**src/rtl/axi4_lite_pkg.sv**
```systemverilog
// Shared constants for the AXI4-Lite master arbiter: response codes, FSM encoding, default widths.
package axi4_lite_pkg;

  localparam int DEF_N_REQ = 2;
  localparam int DEF_AW    = 32;
  localparam int DEF_DW    = 32;

  localparam logic [1:0] RESP_OKAY   = 2'b00;
  localparam logic [1:0] RESP_EXOKAY = 2'b01;
  localparam logic [1:0] RESP_SLVERR = 2'b10;
  localparam logic [1:0] RESP_DECERR = 2'b11;

  typedef enum logic [2:0] {
    ST_IDLE,
    ST_WR,
    ST_WR_RESP,
    ST_RD_ADDR,
    ST_RD_DATA,
    ST_DONE
  } state_e;

  // Width of a requester index; never zero so a single-requester build still has a legal vector.
  function automatic int idx_width(input int n);
    return (n > 1) ? $clog2(n) : 1;
  endfunction

endpackage

```
**src/rtl/rr_arbiter.sv**
```systemverilog
// Combinational round-robin pick: first asserted request at or after the pointer, wrapping.
module rr_arbiter
  import axi4_lite_pkg::*;
#(
  parameter int N_REQ = DEF_N_REQ,
  parameter int IW    = idx_width(N_REQ)
) (
  input  logic [N_REQ-1:0] i_req,
  input  logic [IW-1:0]    i_ptr,
  output logic             o_valid,
  output logic [IW-1:0]    o_idx,
  output logic [N_REQ-1:0] o_onehot
);

  logic [IW:0] w_cand;

  // Scan from the farthest candidate back to the pointer so the closest one wins.
  always_comb begin
    o_valid  = 1'b0;
    o_idx    = '0;
    o_onehot = '0;
    w_cand   = '0;
    for (int k = N_REQ - 1; k >= 0; k--) begin
      w_cand = {1'b0, i_ptr} + (IW + 1)'(k);
      if (w_cand >= (IW + 1)'(N_REQ)) begin
        w_cand = w_cand - (IW + 1)'(N_REQ);
      end
      if (i_req[w_cand[IW-1:0]]) begin
        o_valid = 1'b1;
        o_idx   = w_cand[IW-1:0];
      end
    end
    o_onehot[o_idx] = o_valid;
  end

endmodule

```
**src/rtl/axi4_lite_master_arbiter.sv**
```systemverilog
// Shares one AXI4-Lite master port between N_REQ requesters, one transaction at a time,
// round-robin granted and sequenced through AW/W/B or AR/R before a one-cycle completion pulse.
module axi4_lite_master_arbiter
  import axi4_lite_pkg::*;
#(
  parameter int         N_REQ = DEF_N_REQ,
  parameter int         AW    = DEF_AW,
  parameter int         DW    = DEF_DW,
  parameter logic [2:0] PROT  = 3'b000
) (
  input  logic                  aclk,
  input  logic                  areset,
  input  logic [N_REQ-1:0]      req_valid,
  input  logic [N_REQ-1:0]      req_write,
  input  logic [N_REQ*AW-1:0]   req_addr,
  input  logic [N_REQ*DW-1:0]   req_wdata,
  input  logic [N_REQ*DW/8-1:0] req_wstrb,
  output logic [N_REQ-1:0]      req_ready,
  output logic [N_REQ-1:0]      rsp_valid,
  output logic [DW-1:0]         rsp_rdata,
  output logic [1:0]            rsp_resp,
  output logic [AW-1:0]         awaddr,
  output logic [2:0]            awprot,
  output logic                  awvalid,
  input  logic                  awready,
  output logic [DW-1:0]         wdata,
  output logic [DW/8-1:0]       wstrb,
  output logic                  wvalid,
  input  logic                  wready,
  input  logic [1:0]            bresp,
  input  logic                  bvalid,
  output logic                  bready,
  output logic [AW-1:0]         araddr,
  output logic [2:0]            arprot,
  output logic                  arvalid,
  input  logic                  arready,
  input  logic [DW-1:0]         rdata,
  input  logic [1:0]            rresp,
  input  logic                  rvalid,
  output logic                  rready
);

  localparam int IW = idx_width(N_REQ);
  localparam int SW = DW / 8;

  state_e           r_state;
  logic [IW-1:0]    r_ptr;
  logic [N_REQ-1:0] r_gnt_onehot;
  logic [AW-1:0]    r_addr;
  logic [DW-1:0]    r_wdata;
  logic [SW-1:0]    r_wstrb;
  logic             r_awvalid, r_wvalid, r_bready, r_arvalid, r_rready;
  logic [N_REQ-1:0] r_rsp_valid;
  logic [DW-1:0]    r_rsp_rdata;
  logic [1:0]       r_rsp_resp;

  logic             w_gnt_valid;
  logic [IW-1:0]    w_gnt_idx;
  logic [N_REQ-1:0] w_gnt_onehot;
  logic             w_aw_done, w_w_done;
  logic [AW-1:0]    w_addr_arr  [N_REQ];
  logic [DW-1:0]    w_wdata_arr [N_REQ];
  logic [SW-1:0]    w_wstrb_arr [N_REQ];

  for (genvar gi = 0; gi < N_REQ; gi++) begin : g_unpack
    assign w_addr_arr[gi]  = req_addr[gi*AW +: AW];
    assign w_wdata_arr[gi] = req_wdata[gi*DW +: DW];
    assign w_wstrb_arr[gi] = req_wstrb[gi*SW +: SW];
  end

  rr_arbiter #(.N_REQ(N_REQ), .IW(IW)) u_rr_arbiter (
    .i_req    (req_valid),
    .i_ptr    (r_ptr),
    .o_valid  (w_gnt_valid),
    .o_idx    (w_gnt_idx),
    .o_onehot (w_gnt_onehot)
  );

  // Grant is combinational so a requester that drops req_valid before IDLE never sees a pulse.
  assign req_ready = (r_state == ST_IDLE && !areset) ? w_gnt_onehot : '0;

  // A channel counts as done once its valid has already dropped or is handshaking now.
  assign w_aw_done = ~r_awvalid | awready;
  assign w_w_done  = ~r_wvalid | wready;

  always_ff @(posedge aclk) begin
    if (areset) begin
      r_state      <= ST_IDLE;
      r_ptr        <= '0;
      r_gnt_onehot <= '0;
      r_addr       <= '0;
      r_wdata      <= '0;
      r_wstrb      <= '0;
      r_awvalid    <= 1'b0;
      r_wvalid     <= 1'b0;
      r_bready     <= 1'b0;
      r_arvalid    <= 1'b0;
      r_rready     <= 1'b0;
      r_rsp_valid  <= '0;
      r_rsp_rdata  <= '0;
      r_rsp_resp   <= '0;
    end else begin
      case (r_state)
        ST_IDLE: begin
          if (w_gnt_valid) begin
            r_gnt_onehot <= w_gnt_onehot;
            r_addr       <= w_addr_arr[w_gnt_idx];
            r_wdata      <= w_wdata_arr[w_gnt_idx];
            r_wstrb      <= w_wstrb_arr[w_gnt_idx];
            r_ptr        <= (w_gnt_idx == IW'(N_REQ - 1)) ? '0 : w_gnt_idx + IW'(1);
            if (req_write[w_gnt_idx]) begin
              r_state   <= ST_WR;
              r_awvalid <= 1'b1;
              r_wvalid  <= 1'b1;
            end else begin
              r_state   <= ST_RD_ADDR;
              r_arvalid <= 1'b1;
            end
          end
        end
        ST_WR: begin
          if (awready) r_awvalid <= 1'b0;
          if (wready)  r_wvalid  <= 1'b0;
          if (w_aw_done && w_w_done) begin
            r_bready <= 1'b1;
            r_state  <= ST_WR_RESP;
          end
        end
        ST_WR_RESP: begin
          if (bvalid) begin
            r_bready    <= 1'b0;
            r_rsp_resp  <= bresp;
            r_rsp_rdata <= '0;
            r_rsp_valid <= r_gnt_onehot;
            r_state     <= ST_DONE;
          end
        end
        ST_RD_ADDR: begin
          if (arready) begin
            r_arvalid <= 1'b0;
            r_rready  <= 1'b1;
            r_state   <= ST_RD_DATA;
          end
        end
        ST_RD_DATA: begin
          if (rvalid) begin
            r_rready    <= 1'b0;
            r_rsp_rdata <= rdata;
            r_rsp_resp  <= rresp;
            r_rsp_valid <= r_gnt_onehot;
            r_state     <= ST_DONE;
          end
        end
        ST_DONE: begin
          r_rsp_valid <= '0;
          r_state     <= ST_IDLE;
        end
        default: r_state <= ST_IDLE;
      endcase
    end
  end

  assign awaddr    = r_addr;
  assign awprot    = PROT;
  assign awvalid   = r_awvalid;
  assign wdata     = r_wdata;
  assign wstrb     = r_wstrb;
  assign wvalid    = r_wvalid;
  assign bready    = r_bready;
  assign araddr    = r_addr;
  assign arprot    = PROT;
  assign arvalid   = r_arvalid;
  assign rready    = r_rready;
  assign rsp_valid = r_rsp_valid;
  assign rsp_rdata = r_rsp_rdata;
  assign rsp_resp  = r_rsp_resp;

endmodule

```
**config.mk**
```make
export PLATFORM = sky130hd
export DESIGN_NAME = axi4_lite_master_arbiter
export DESIGN_NICKNAME = d
export VERILOG_FILES = /design/src/rtl/axi4_lite_pkg.sv /design/src/rtl/rr_arbiter.sv /design/src/rtl/axi4_lite_master_arbiter.sv
export SDC_FILE = /design/constraint.sdc
export NUM_CORES = 1
export LEC_CHECK = 0
export ABC_AREA = 1
export BUFFER_PORTS_ARGS = -buffer_cell sky130_fd_sc_hd__buf_2
export CAP_MARGIN = 20
export CORE_AREA = 2 2 130 132
export CTS_BUF_LIST = sky130_fd_sc_hd__clkbuf_2
export DETAILED_ROUTE_END_ITERATION = 10
export DIE_AREA = 0 0 132 134
export PLACE_DENSITY = 0.58
export SLEW_MARGIN = 20
export SYNTH_ARGS = -nofsm -noshare
export SYNTH_HDL_FRONTEND = slang
export SYNTH_SLANG_ARGS = --single-unit
```
**constraint.sdc**
```tcl
create_clock -name aclk -period 2.1 [get_ports aclk]
set_input_delay 0.21 -clock aclk [delete_from_list [all_inputs] [get_ports aclk]]
set_output_delay 0.21 -clock aclk [all_outputs]
set_load 0.01 [all_outputs]
```
Word level (Yosys, flattened, before mapping)
Cells that the tools add are included.
{"block": "totals", "ff_bits": 115, "latchBits": 0, "ramBits": 0, "romBits": 0, "inputBits": 183, "mem_count": 0}
{"block": "classes", "add_sub_neg": 4, "mul": 0, "div_mod_pow": 0, "order_cmp": 7, "eq_ne": 14, "shift": 0, "muxes": 57, "n_bitwise": 6, "reduce_logical": 20}
{"operator": "32-bit two-way mux", "count": 8}
{"operator": "32-bit case mux with 2 select lines", "count": 1}
{"operator": "1-bit two-way mux", "count": 25}
{"operator": "3-bit two-way mux", "count": 5}
{"operator": "3-bit case mux with 5 select lines", "count": 1}
{"operator": "2-bit inequality test (second input constant)", "count": 7}
{"operator": "2-bit two-way mux", "count": 6}
{"operator": "4-bit two-way mux", "count": 3}
{"operator": "3-bit AND reduction", "count": 4}
{"operator": "4-bit AND reduction", "count": 3}
{"operator": "1-bit case mux with 2 select lines", "count": 5}
{"operator": "2-bit nonzero test", "count": 5}
{"operator": "3-bit by 2-bit == test with 1-bit output (second input constant)", "count": 2}
{"operator": "3-bit == test (second input constant)", "count": 2}
{"operator": "1-bit by 2-bit < comparator with 1-bit output (second input constant)", "count": 3}
{"operator": "2-bit case mux with 3 select lines", "count": 1}
{"operator": "5-bit AND reduction", "count": 1}
{"operator": "2-bit greater-or-equal comparator (second input constant)", "count": 2}
{"operator": "2-bit by 1-bit inequality test with 1-bit output (second input constant)", "count": 2}
{"operator": "2-bit case mux with 2 select lines", "count": 1}
{"operator": "3-bit by 1-bit == test with 1-bit output (second input constant)", "count": 1}
{"operator": "1-bit logical AND", "count": 3}
{"operator": "3-bit logical NOT", "count": 1}
{"operator": "3-bit nonzero test", "count": 1}
{"operator": "other kinds (12)", "count": 15}

Depth between registers and ports, before layout
{"block": "depth", "depth_word": 13, "ltp_mapped": 10, "ltp_nobuf": 9}

Cells and area by module
A second synthesis with hierarchy kept.
{"block": "hier_totals", "hier_cells": 723, "hier_area_um2": 5266.3}
{"module": "axi4_lite_master_arbiter", "instances": 1, "cells_each": 716, "area_each_um2": 5236.3, "seq_area_each_um2": 2302.2}
{"module": "rr_arbiter", "instances": 1, "cells_each": 7, "area_each_um2": 30.0, "seq_area_each_um2": 0.0}

Least setup slack after synthesis
Ideal clock, no wire load.
{"block": "synth_path", "path_type": "register -> register", "from": "reg r_state[1]", "to": "reg r_wdata[23], in the netlist wdata[23]", "setup_ps": 120, "arrival_time_ps": 1270, "setup_slack_ps": 710, "path_stages_with_launch": 9, "path_buffers": 2, "path_cell_list": "dfxtp_1 > nor2_4 > nand2_4 > nor2_4 > inv_2 > buf_2 > buf_2 > nand3_1 > nand3_1"}
{"block": "synth_between", "elab_chain_cells": 2}
{"element": "start, declared", "line": "axi4_lite_master_arbiter.sv:46", "text": "state_e r_state;"}
{"element": "start signal, assigned", "line": "axi4_lite_master_arbiter.sv:88", "text": "r_state <= ST_IDLE;"}
{"element": "start signal, assigned", "line": "axi4_lite_master_arbiter.sv:112", "text": "r_state <= ST_WR;"}
{"element": "start signal, assigned", "line": "axi4_lite_master_arbiter.sv:116", "text": "r_state <= ST_RD_ADDR;"}
{"element": "3-bit logical NOT", "line": "axi4_lite_master_arbiter.sv:103", "text": "case (r_state)"}
{"element": "2-bit AND reduction (no source line)"}
{"element": "end signal, assigned", "line": "axi4_lite_master_arbiter.sv:108", "text": "r_wdata <= w_wdata_arr[w_gnt_idx];"}
{"element": "end, declared", "line": "axi4_lite_master_arbiter.sv:50", "text": "logic [DW-1:0] r_wdata;"}
Every way passes these cells.
A chain may end at the register's enable or synchronous reset.

Final worst setup path
{"block": "layout_path", "from": "reg r_ptr", "to": "reg r_gnt_onehot[1]"}
{"block": "layout_between", "elab_chain_cells": 12, "elab_cells_between_ends": 22}
{"element": "start, declared", "line": "axi4_lite_master_arbiter.sv:47", "text": "logic [IW-1:0] r_ptr;"}
{"element": "start signal, assigned", "line": "axi4_lite_master_arbiter.sv:110", "text": "r_ptr <= (w_gnt_idx == IW'(N_REQ - 1)) ? '0 : w_gnt_idx + IW'(1);"}
{"element": "1-bit by 1-bit adder with 2-bit output", "line": "rr_arbiter.sv:24", "text": "w_cand = {1'b0, i_ptr} + (IW + 1)'(k);"}
{"element": "2-bit greater-or-equal comparator or 1-bit subtractor (tied branches)", "line": "rr_arbiter.sv:25, rr_arbiter.sv:26"}
{"element": "1-bit two-way mux", "line": "rr_arbiter.sv:25", "text": "if (w_cand >= (IW + 1)'(N_REQ)) begin"}
{"element": "1-bit two-way mux (implied by the code) (2 in a row)", "line": "rr_arbiter.sv:28", "text": "if (i_req[w_cand[IW-1:0]]) begin"}
{"element": "1-bit two-way mux (2 in a row)", "line": "rr_arbiter.sv:28"}
{"element": "1-bit by 2-bit < comparator with 1-bit output (implied by the code) or 1-bit greater-or-equal comparator (tied branches)", "line": "rr_arbiter.sv:33", "text": "o_onehot[o_idx] = o_valid;"}
{"element": "1-bit logical AND (implied by the code)", "line": "rr_arbiter.sv:33"}
{"element": "1-bit two-way mux (implied by the code)", "line": "rr_arbiter.sv:33"}
{"element": "1-bit demux with 1-bit select"}
{"element": "2-bit bitwise AND (no source line)"}
{"element": "end signal, assigned", "line": "axi4_lite_master_arbiter.sv:106", "text": "r_gnt_onehot <= w_gnt_onehot;"}
{"element": "end, declared", "line": "axi4_lite_master_arbiter.sv:48", "text": "logic [N_REQ-1:0] r_gnt_onehot;"}
Parallel ways exist; a longest one is shown, timed or not. The select of a mux whose other input is x is not followed.

==> summary.txt <==
Commonest non-fill, non-tap cell in the layout -> buf_2
TritonRoute pass-1 iters -> 5
Synth warnings -> 0
Post-route setup slack -> 0.0865 ns
Compound-Gate Fraction of Synth Area -> 0.0521
Largest net degree at the start of global routing -> 79
Flops & latches, synth -> 115
CTS Sinks -> 115
Final min period -> 2.01 ns
First-pass GRT wire length -> 31200 um
Xor/xnor share of the synthesized area -> 0
Unique cell type count in the Yosys netlist -> 26
Fill cells -> 1480
RSZ-0062 raised after global routing -> yes
Mapped Avg Cell Area -> 7.29 sq um
Pwr/cell area -> 962 nW/um^2
Initial antenna violation count -> 2
RD Place Congestion -> 0.805
Setup-failing EPs final -> 0
PortBufs -> 325
Mux contribution to synthesized area -> 0
Max_cap viols -> 0
Fin util -> 0.538
Worst skew pair latency -> 0.68 ns
Commonest non-fill, non-tap cells in the layout -> 324 x buf_2, 235 x nand2_1, 189 x dlygate4sd3_1
Avg Vias per Cell -> 4.56
Clk slew on worst S/H paths -> 0.17 ns
Maximum clock frequency -> 497 MHz
Root Driver -> clkbuf_2
Fraction of layout cells with a size suffix above 1 -> 0.339
Crit path DAT -> 2.57 ns
# placed instances -> 1160
I/O pin count -> 332
Synth Area in Simple Gates -> 0.361
Sequential area share after synthesis -> 0.470
Initial DRC Count -> 325
Final Cycle Share -> 0.959
R2R setup slack -> 0.09 ns
Clock Skews -> 0.0277 ns
TritonCTS clock tree -> yes
HP Class -> in -> reg
Routed len/inst -> 14.6 um
CTS Buffer Depth -> 2
Routed WL -> 20300 um
Fin cells -> 1392
Vias after detailed routing -> 6342
Total track usage -> 0.221
Worst ir drop on vdd -> 0.498 mV
Worst Max-Slew Pin Slew -> 0.754 ns
ANT nets after route -> 0
Cell Rows -> 47
Crit Path Category -> reg -> reg
Total CTS buffers -> 17
Fin. max-slew vios -> 0
Core Footprint -> 16300 sq um
Die Span Y -> 134 um
Layout area overhead -> 78.9%
Startpoint types -> flop
Critical Path RT -> 2.66 ns
Leakage -> 4.39 nW
R2R depth -> 4
Starting Density -> 0.301
Fin. Hold Viols -> 0
Hold Path Stages -> 7
GRT Residual Overflow -> 0
Die W -> 132 um
H-tree depth -> 4
CP max FO -> 5
Cell Area, Synth -> 4900 sq um
Worst slack, placed -> 0.298 ns
DRC Markers -> 0
Multi-input gate area -> 2060 sq um
Status -> complete, no violations
Rel. slew slack -> 0.497
Synth Area in Adders -> 0
Cells after synthesis -> 672
Vias in the first global route -> 6279
Largest family of logic cells by synthesized area -> simple AND/OR/NAND/NOR gates
Reg area -> 2310 sq um
HPWL after DPL -> 12300 um
Layout Nets -> 1340
Crit. End Element -> flop
Die area -> 17700 sq um
-- report_power, final --
part / internal [mW] / switching (mW)
logic: 1.57 / 2.08
registers: 2.81 / 0.439
clock network: 0.670 / 0.857
total: 5.05 / 3.38
-- synth_stat cells --
cell,number,area share
nand3_2,1,0.0020
o21a_1,1,0.0015
nor3_1,3,0.0031
clkbuf_1,17,0.013
buf_6,3,0.0069
nor3_4,1,0.0033
nand3b_1,1,0.0015
buf_2,14,0.014
a21oi_1,39,0.040
inv_1,16,0.012
buf_1,2,0.0015
buf_4,42,0.064
nand4_1,1,0.0013
o21ai_1,1,0.0010
nand2_4,1,0.0023
o211ai_1,1,0.0015
conb_1,1,0.00077
nor2_4,3,0.0069
dfxtp_1,115,0.47
nor2_2,1,0.0013
nand2_1,235,0.18
o21ai_0,8,0.0082
nor2_1,17,0.013
nand3_1,143,0.15
clkinv_1,1,0.00077
inv_2,4,0.0031
-- layout make-up --
type	count	share of cell area
diodes	2	0.000571
clock buffers	21	0.0120
clock inverters	11	0.0156
inverters	21	0.00985
multi-input cells	463	0.235
flip-flops and latches	115	0.264
well taps	220	0.0314
repair buffers	539	0.432
-- per-layer routing --
layer,global-route usage,vias up,routed length [um]
li1,-,3114,-
met1,0.252,2848,7860
met2,0.369,329,9820
met3,0.0718,51,1780
met4,0.118,0,794
met5,0,-,0
-- final timing paths --
| kind | from | end |
|---|---|---|
| worst max register to register | r_ptr | r_gnt_onehot[1] |
| worst min-delay path | req_valid[0] | r_state[1] |
| worst max-delay path | r_ptr | r_gnt_onehot[1] |
| worst min register to register | rsp_rdata[26] | rsp_rdata[26] |
-- stage by stage --
step	area, sq um	power [mW]	TNS (ns)	hold WS (ns)
global route	8760	8.98	-0.0141	0.0436
CTS	8710	8.35	0	0.0000533
global placement	6520	6.39	0	0.410
detailed placement	6520	6.40	0	0.413
finish	8760	8.43	0	0.108
floorplan	4920	5.24	0	0.323
-- what timing repair did --
item / in CTS / in global routing
endpoints found under the hold margin: 110 / 0
hold buffers: 189 / 0
pin swaps: 3 / 4
setup endpoints to repair: 2 / 29
gates resized for setup: 6 / 5
buffers inserted: 4 / 5
-- worst max-delay path, cell delays in order, from the launching register on --
cell and delay [ns]:
dfxtp_1 0.36, o21ai_2 0.32, dlygate4sd3_1 0.62, a21oi_1 0.07, dlygate4sd3_1 0.55
-- registers in the layout, summed over array words and instances, names as in the netlist --
name	flops
rsp_resp	2
bready	1
r_gnt_onehot	2
wstrb	4
rsp_rdata	32
arvalid	1
wvalid	1
wdata	32
rsp_valid	2
araddr	32
rready	1
r_ptr	1
awvalid	1
r_state	3
-- cell families (layout without fill, tap and decap cells) --
kind of cell,count (synthesis),in the layout
AOI/OAI and AO/OA,50,50
buffers and inverters,99,592
DFF,115,115
other,1,8
and+or+nand+nor,407,407
No activity file was read; power rests on OpenSTA's default activity.
